==> config.mk <==
export PLATFORM = sky130hd
export DESIGN_NAME = fwft_wr_arbiter
export DESIGN_NICKNAME = d
export VERILOG_FILES = /design/src/rtl/fwft_arb_pkg.sv /design/src/rtl/rr_pick.sv /design/src/rtl/fwft_wr_arbiter.sv
export SDC_FILE = /design/constraint.sdc
export NUM_CORES = 1
export LEC_CHECK = 0
export ABC_AREA = 1
export CORE_AREA = 5 5 77 79
export CTS_CLUSTER_SIZE = 24
export DETAILED_ROUTE_END_ITERATION = 8
export DIE_AREA = 0 0 82 84
export GPL_ROUTABILITY_DRIVEN = 0
export GPL_TIMING_DRIVEN = 1
export MAX_ROUTING_LAYER = met4
export PLACE_DENSITY = 0.85
export SLEW_MARGIN = 20
export SYNTH_ARGS = -nofsm -noshare
export SYNTH_HDL_FRONTEND = slang
export SYNTH_SLANG_ARGS = --single-unit
==> constraint.sdc <==
create_clock -name clk -period 4.1 [get_ports clk]
set_input_delay 0.82 -clock clk [delete_from_list [all_inputs] [get_ports clk]]
set_output_delay 0.82 -clock clk [all_outputs]
set_load 0.005 [all_outputs]
==> src/rtl/fwft_arb_pkg.sv <==
// Shared types and helpers for the packet-locked FIFO write-port arbiter.
package fwft_arb_pkg;

   typedef enum logic {IDLE = 1'b0, BUSY = 1'b1} arb_state_t;

   // Index width that never collapses to zero for tiny requester counts.
   function automatic int clog2_min1(input int n);
      if (n <= 2) begin
         return 1;
      end else begin
         return $clog2(n);
      end
   endfunction

endpackage

==> src/rtl/rr_pick.sv <==
// Round-robin picker: first set request strictly after ptr, wrapping modulo NUM_REQ.
module rr_pick
   import fwft_arb_pkg::*;
#(
   parameter int NUM_REQ = 4,
   parameter int IDX_W   = clog2_min1(NUM_REQ)
) (
   input  logic [NUM_REQ-1:0] req,
   input  logic [IDX_W-1:0]   ptr,
   output logic               found,
   output logic [IDX_W-1:0]   idx
);

   logic [IDX_W:0]   start;
   logic [IDX_W:0]   sel;
   logic [IDX_W:0]   wrapped;
   logic [NUM_REQ-1:0] rot;

   // Rotate so bit 0 is the requester after ptr, then priority-encode the lowest set bit.
   always_comb begin
      start   = {1'b0, ptr} + {{IDX_W{1'b0}}, 1'b1};
      rot     = NUM_REQ'({req, req} >> start);
      found   = |rot;
      sel     = '0;
      for (int i = NUM_REQ - 1; i >= 0; i--) begin
         sel = rot[i] ? (IDX_W+1)'(i) : sel;
      end
      wrapped = start + sel;
      idx     = IDX_W'((wrapped >= (IDX_W+1)'(NUM_REQ)) ? (wrapped - (IDX_W+1)'(NUM_REQ)) : wrapped);
   end

endmodule

==> src/rtl/fwft_wr_arbiter.sv <==
// Packet-locked round-robin arbiter sharing one FIFO write port among NUM_REQ producers.
module fwft_wr_arbiter
   import fwft_arb_pkg::*;
#(
   parameter int NUM_REQ    = 4,
   parameter int DATA_WIDTH = 32,
   parameter int IDX_W      = clog2_min1(NUM_REQ)
) (
   input  logic                          clk,
   input  logic                          rst,
   input  logic [NUM_REQ-1:0]            req_valid,
   input  logic [NUM_REQ-1:0]            req_last,
   input  logic [NUM_REQ*DATA_WIDTH-1:0] req_data,
   output logic [NUM_REQ-1:0]            req_ready,
   output logic                          fifo_wr,
   output logic [DATA_WIDTH-1:0]         fifo_wr_data,
   input  logic                          fifo_full,
   output logic                          busy,
   output logic [IDX_W-1:0]              grant_idx
);

   arb_state_t            state;
   logic                  pick_found;
   logic [IDX_W-1:0]      pick_idx;
   logic [DATA_WIDTH-1:0] g_data;

   // grant_idx doubles as the round-robin pointer: both always hold the last pick.
   rr_pick #(
      .NUM_REQ (NUM_REQ),
      .IDX_W   (IDX_W)
   ) u_pick (
      .req   (req_valid),
      .ptr   (grant_idx),
      .found (pick_found),
      .idx   (pick_idx)
   );

   // Write-port steering: only the granted requester sees ready, and only while the FIFO has room.
   always_comb begin
      req_ready    = '0;
      fifo_wr      = 1'b0;
      fifo_wr_data = '0;
      g_data       = '0;
      for (int i = 0; i < NUM_REQ; i++) begin
         g_data = (IDX_W'(i) == grant_idx) ? req_data[i*DATA_WIDTH +: DATA_WIDTH] : g_data;
      end
      if (state == BUSY) begin
         req_ready[grant_idx] = !fifo_full;
         fifo_wr              = req_valid[grant_idx] & !fifo_full;
      end else begin
         req_ready = '0;
         fifo_wr   = 1'b0;
      end
      if (fifo_wr) begin
         fifo_wr_data = g_data;
      end else begin
         fifo_wr_data = '0;
      end
   end

   // Grant FSM: arbitrate in IDLE, hold the grant until the last beat of the packet is written.
   always_ff @(posedge clk) begin
      if (rst) begin
         state     <= IDLE;
         grant_idx <= IDX_W'(NUM_REQ - 1);
      end else begin
         case (state)
            IDLE: begin
               if (pick_found) begin
                  grant_idx <= pick_idx;
                  state     <= BUSY;
               end
            end
            BUSY: begin
               if (fifo_wr && req_last[grant_idx]) begin
                  state <= IDLE;
               end
            end
            default: state <= IDLE;
         endcase
      end
   end

   assign busy = (state == BUSY);

endmodule

==> results of run 1 <==
power by group through the flow:
stage / logic [uW] / registers, uW / clock network [uW]
finish: 1200 / 77.3 / 90.1
global route: 1340 / 80.4 / 93.7
CTS: 1200 / 76.9 / 91.8
detailed placement: 1200 / 77.3 / 0
global placement: 1160 / 77.3 / 0
floorplan: 757 / 57.3 / 0
worst max-delay path: cells and delay by family:
kind | cells | cell delay (ns)
buffers and inverters | 3 | 1.26
AO/OA/AOI/OAI | 1 | 0.27
AND/OR/NAND/NOR | 4 | 0.49
logic make-up after synthesis:
kind of cell,synth area share (%)
buf+inv,12.9
flops,4.48
simple gates,40.3
fa+ha+maj,0.933
compound gates,41.4
per-layer routing:
| metal | up-vias | track usage (%) | part of all wire (%) |
|---|---|---|---|
| li1 | 1266 | - | - |
| met1 | 1154 | 23.5 | 35 |
| met2 | 128 | 43.1 | 54 |
| met3 | 26 | 4.21 | 7.2 |
| met4 | 0 | 7.70 | 3.3 |
| met5 | - | - | 0 |
sequential cells by signal (all words and copies together) (netlist names):
signal,cells
grant_idx,2
busy,1
through the flow:
stage	util, %	total power (uW)	hold slack [ns]
after floorplan	-	814	0.489
after global placement	59.2	1240	0.499
after detailed placement	59.2	1280	0.506
after CTS	60.0	1370	0.515
after global routing	60.0	1510	0.565
final	60.0	1370	0.516
Yosys cell counts (all sizes together):
cell / number
o21ai: 81
nor2: 59
nand2: 44
nand3: 25
buf: 14
inv: 11
clkbuf: 10
o22ai: 10
a21oi: 7
a311oi: 6
dfxtp: 3
or2: 3
ha: 1
worst max path at each step:
stage	end	slack, ns	depth (start not counted)
CTS	fifo_wr_data[11]	0.43	8
detailed placement	fifo_wr_data[11]	0.42	8
global route	fifo_wr_data[16]	0.23	8
global placement	fifo_wr_data[16]	0.46	8
finish	fifo_wr_data[18]	0.43	8
floorplan	fifo_wr_data[21]	1.67	8
final cells by class:
class	instances	area, um2	share of cell area, %
clock buffers	4	45.0	1.42
inverters	11	41.3	1.30
multi-input cells	236	1110	35.0
flip-flops and latches	3	60.1	1.90
well taps	72	90.1	2.85
repair buffers	183	1820	57.5
==> flow_summary.json, run 1 <==
{
  "status": "finished clean",
  "placed_area_um2": 3120,
  "p_leak_uw": 0.00122,
  "coreArea_um2": 5270,
  "area_growth_pct": 136,
  "rr_endpoint": "grant_idx[1]",
  "setup_viol": 0,
  "sw_frac_of_total_pct": 55.2,
  "hold_path_depth": 2,
  "start_kind": "primary input",
  "hold_viol_final": 0,
  "cts_resized": 0,
  "ir_drop_mv": 0.353,
  "skew_ns": 0.00133,
  "ys_top_cells_by_area": "o21ai_0, nor2_1, nand2_1",
  "ff2ff_setup_slack_ns": 1.74,
  "worst_pin_slew_ns": 0.553,
  "rows": 27,
  "die_y_um": 84,
  "portBuffers": 178,
  "cp_slowest_cell": "clkdlybuf4s50_1",
  "grt_pass1_vias": 2531,
  "overflow": 0,
  "nets": 578,
  "clk_pin_slew_ns": 0.03,
  "setup_tns_ns": 0,
  "path_class": "primary input to output pin",
  "dr.pass1.iters": 4,
  "mostFrequentLayoutCells": "clkdlybuf4s50_1, o21ai_0, nor2_1",
  "synthesis.instances": 274,
  "hp-start": "busy",
  "fin_crit_ns": 3.67,
  "die_w_um": 82,
  "fin_crit_sh_pct": 89.6,
  "grt_setup_unrepaired": "false",
  "drv_cap": 0,
  "grt_max_degree": 38,
  "slew_violations": 0,
  "yosysUniqueCellTypes": 19,
  "synth_top_area_cell": "o21ai_0",
  "die-area_um2": 6890,
  "post-cts-setup-buffers": 0,
  "ant_nets": 0,
  "ios": 179,
  "endpoint_kind": "output pin",
  "power.density_nw_per_um2": 433,
  "clkLatencyLatePin_ns": 0.22,
  "synth_top_area_share_pct": 27.6,
  "dp_hpwl_um": 6570,
  "dp_slack_ns": 0.418,
  "antenna_found_initial": 0,
  "ctsHtreeMaxLevel": 1,
  "whs_endpoint": "busy",
  "cts.sinks": 3,
  "grtUsageTotal_pct": 23.1,
  "r2r_start": "grant_idx[0]",
  "crit_fanout": 29,
  "critPathLaunch": "req_valid[3]",
  "path_cells": "clkdlybuf4s50_1, nand2_1, nand3_1, nand2_1, nor2_4, inv_2, a311oi_1, clkdlybuf4s50_1",
  "reg2regPathDepth": 15,
  "ys_ff_latch": 3,
  "internal-power_uw": 614,
  "layout_setup_ws_ns": 0.427,
  "p_switching_uw": 756,
  "relSlewSlack_pct": 63.1,
  "fin_cells": 509,
  "mostFrequentLayoutCell": "clkdlybuf4s50_1",
  "n_antenna_cell": 0,
  "required_ns": 3.28,
  "vias": 2574,
  "avgRoutedWirePerCell_um": 16.2,
  "fill_cells": 535,
  "synth.cell_area_um2": 1340,
  "ctsHoldBuffers": 0,
  "numCtsBuffers": 3,
  "p_seq_share_pct": 5.6,
  "cts_tree": "done",
  "drt_iter0_markers": 98,
  "drt_wl_total_um": 8260,
  "final_area_um2": 3160,
  "combinationalPowerShare_pct": 87.8,
  "start_util_pct": 25.5,
  "yosys_warnings": 0,
  "drive_gt1_share_pct": 3.66,
  "power.clock.fraction_pct": 6.6,
  "cts_root_buffer": "clkbuf_8",
  "clockBufferDepth": 2,
  "synth_seq_area_share_pct": 4.48,
  "syn_avg_cell_area_um2": 4.90,
  "slowest_delay_ns": 0.54,
  "dp.cells": 505,
  "syn_nets": 414,
  "critical_path_arrival_ns": 2.85,
  "vias_per_cell": 5.06,
  "grt_pass1_wl_um": 12300,
  "clock.fmax_mhz": 272,
  "drc_errors": 0,
  "hold_class": "register to register"
}
Power figures use the tool's default switching activity.
==> run 2, diff against run 1 <==
--- a/config.mk
+++ b/config.mk
@@ -6,15 +6,14 @@
 export NUM_CORES = 1
 export LEC_CHECK = 0
 export ABC_AREA = 1
-export CORE_AREA = 5 5 77 79
+export CORE_AREA = 5 5 80 82
 export CTS_CLUSTER_SIZE = 24
 export DETAILED_ROUTE_END_ITERATION = 8
-export DIE_AREA = 0 0 82 84
+export DIE_AREA = 0 0 85 87
 export GPL_ROUTABILITY_DRIVEN = 0
 export GPL_TIMING_DRIVEN = 1
 export MAX_ROUTING_LAYER = met4
-export PLACE_DENSITY = 0.85
-export SLEW_MARGIN = 20
+export PLACE_DENSITY = 0.79
 export SYNTH_ARGS = -nofsm -noshare
 export SYNTH_HDL_FRONTEND = slang
 export SYNTH_SLANG_ARGS = --single-unit
==> constraint.sdc (replaced) <==
create_clock -name clk -period 3.72 [get_ports clk]
set_input_delay 0.744 -clock clk [delete_from_list [all_inputs] [get_ports clk]]
set_output_delay 0.744 -clock clk [all_outputs]
set_load 0.005 [all_outputs]
==> run 2 against run 1 <==
Effect of this change:
- cell count increased by 0.79%
- clock skew is 0.00068 ns lower
- die area increased by 7.4%
- sequential power decreased by 12%
- worst hold slack got worse by 0.0050 ns
- global-route usage fell by 3.4 points
- count of clock-buffer cells in the layout stayed put
- utilization down 4.1 points
- highest routed layer unchanged
==> flow_summary.json, run 2 (synthesis results as in run 1) <==
{
  "grtUsageTotal_pct": 19.7,
  "post-cts-setup-buffers": 0,
  "cts.sinks": 3,
  "setup_viol": 0,
  "hold_class": "register to register",
  "drt_iter0_markers": 128,
  "ir_drop_mv": 0.263,
  "ios": 179,
  "fill_cells": 585,
  "start_kind": "primary input",
  "top_usage_layer": "met2",
  "cts_tree": "done",
  "avgRoutedWirePerCell_um": 15.1,
  "clkLatencyLatePin_ns": 0.22,
  "fin_crit_ns": 3.52,
  "grt_max_degree": 44,
  "die_y_um": 87,
  "cts_root_buffer": "clkbuf_8",
  "ctsHtreeMaxLevel": 1,
  "area_growth_pct": 137,
  "ff2ff_setup_slack_ns": 1.79,
  "p_leak_uw": 0.00122,
  "worst_pin_slew_ns": 0.541,
  "hold_viol_final": 0,
  "ant_nets": 0,
  "clock.fmax_mhz": 284,
  "whs_ns": 0.511,
  "start_util_pct": 23.6,
  "skew_ns": 0.000649,
  "grt_pass1_wl_um": 11500,
  "dr.pass1.iters": 4,
  "overflow": 0,
  "gr-usage-met2_pct": 35.0,
  "grt_setup_unrepaired": "false",
  "fin_crit_sh_pct": 94.8,
  "sw_frac_of_total_pct": 54.0,
  "numCtsBuffers": 3,
  "n_antenna_cell": 0,
  "multi_input_area_um2": 1110,
  "p_seq_share_pct": 4.6,
  "clockBufferDepth": 2,
  "power.density_nw_per_um2": 467,
  "p_switching_uw": 801,
  "drive_gt1_share_pct": 3.88,
  "ctsHoldBuffers": 0,
  "clk_pin_slew_ns": 0.03,
  "drc_errors": 0,
  "drt_wl_total_um": 7760,
  "dp_hpwl_um": 6140,
  "vias_per_cell": 4.93,
  "required_ns": 2.98,
  "setup_tns_ns": 0,
  "slew_violations": 0,
  "die-area_um2": 7400,
  "crit_fanout": 29,
  "internal-power_uw": 683,
  "path_class": "primary input to output pin",
  "combinationalPowerShare_pct": 88.8,
  "vias": 2530,
  "critical_path_arrival_ns": 2.78,
  "nets": 579,
  "mostFrequentLayoutCells": "clkdlybuf4s50_1, o21ai_0, nor2_1",
  "rows": 28,
  "mostFrequentLayoutCell": "clkdlybuf4s50_1",
  "endpoint_kind": "output pin",
  "grt_pass1_vias": 2445,
  "largest_register_ff_count": 2,
  "relSlewSlack_pct": 63.9,
  "largest_register": "grant_idx",
  "grt_util_met1_pct": 22.2,
  "use_met3_pct": 3.22,
  "final-seq-area_um2": 60.1,
  "power.clock.fraction_pct": 6.6,
  "status": "finished clean",
  "drv_cap": 0,
  "antenna_found_initial": 0,
  "die_w_um": 85,
  "coreArea_um2": 5680,
  "cts_resized": 0,
  "portBuffers": 178
}
run 2: changes by cell type in the layout (fill, tap and decap cells not counted):
cell / change
buf_4: +1
run 2: critical path, cell delays in order:
cell             delay, ns
clkdlybuf4s50_1       0.48
nand2_1               0.08
nand3_1               0.12
nand2_1               0.12
nor2_4                0.15
inv_2                 0.24
a311oi_1              0.29
clkdlybuf4s50_1       0.55
run 2: cell type report:
class | instances | share of cell area, %
Inverter | 11 | 1.30
Multi-Input combinational cell | 236 | 34.9
Timing Repair Buffer | 184 | 57.5
Tap cell | 75 | 2.96
Sequential cell | 3 | 1.89
Clock buffer | 4 | 1.42
run 2: power groups by stage:
| stage | combinational, uW | sequential, uW | clock [uW] |
|---|---|---|---|
| global placement | 1310 | 67.4 | 0 |
| global route | 1480 | 69.5 | 101 |
| CTS | 1330 | 67.1 | 99.5 |
| detailed placement | 1320 | 67.6 | 0 |
| finish | 1320 | 68.0 | 97.6 |
| floorplan | 834 | 63.2 | 0 |
run 2: worst paths after layout:
check,endpoint,cells after the start,start
max reg2reg,busy,8,grant_idx[0]
max,fifo_wr_data[16],8,req_valid[3]
min reg2reg,busy,2,busy
min,busy,2,busy
run 2: metal layers:
metal / share of wire [%] / vias to the layer above
met5: 0 / -
met4: 3.4 / 0
met3: 7.7 / 22
met2: 50 / 132
met1: 39 / 1104
li1: - / 1272
run 2: metrics by stage:
| stage | worst slack, ns | util, % | cell area, um2 | std cells | power (uW) |
|---|---|---|---|---|---|
| 2_1_floorplan | 1.44 | - | 1340 | 274 | 897 |
| 3_3_place_gp | 0.246 | 55.2 | 3130 | 509 | 1380 |
| 3_5_place_dp | 0.206 | 55.2 | 3130 | 509 | 1390 |
| 4_1_cts | 0.202 | 56.0 | 3180 | 513 | 1500 |
| 5_1_grt | 0.0524 | 56.0 | 3180 | 513 | 1650 |
| 6_report | 0.195 | 56.0 | 3180 | 513 | 1480 |
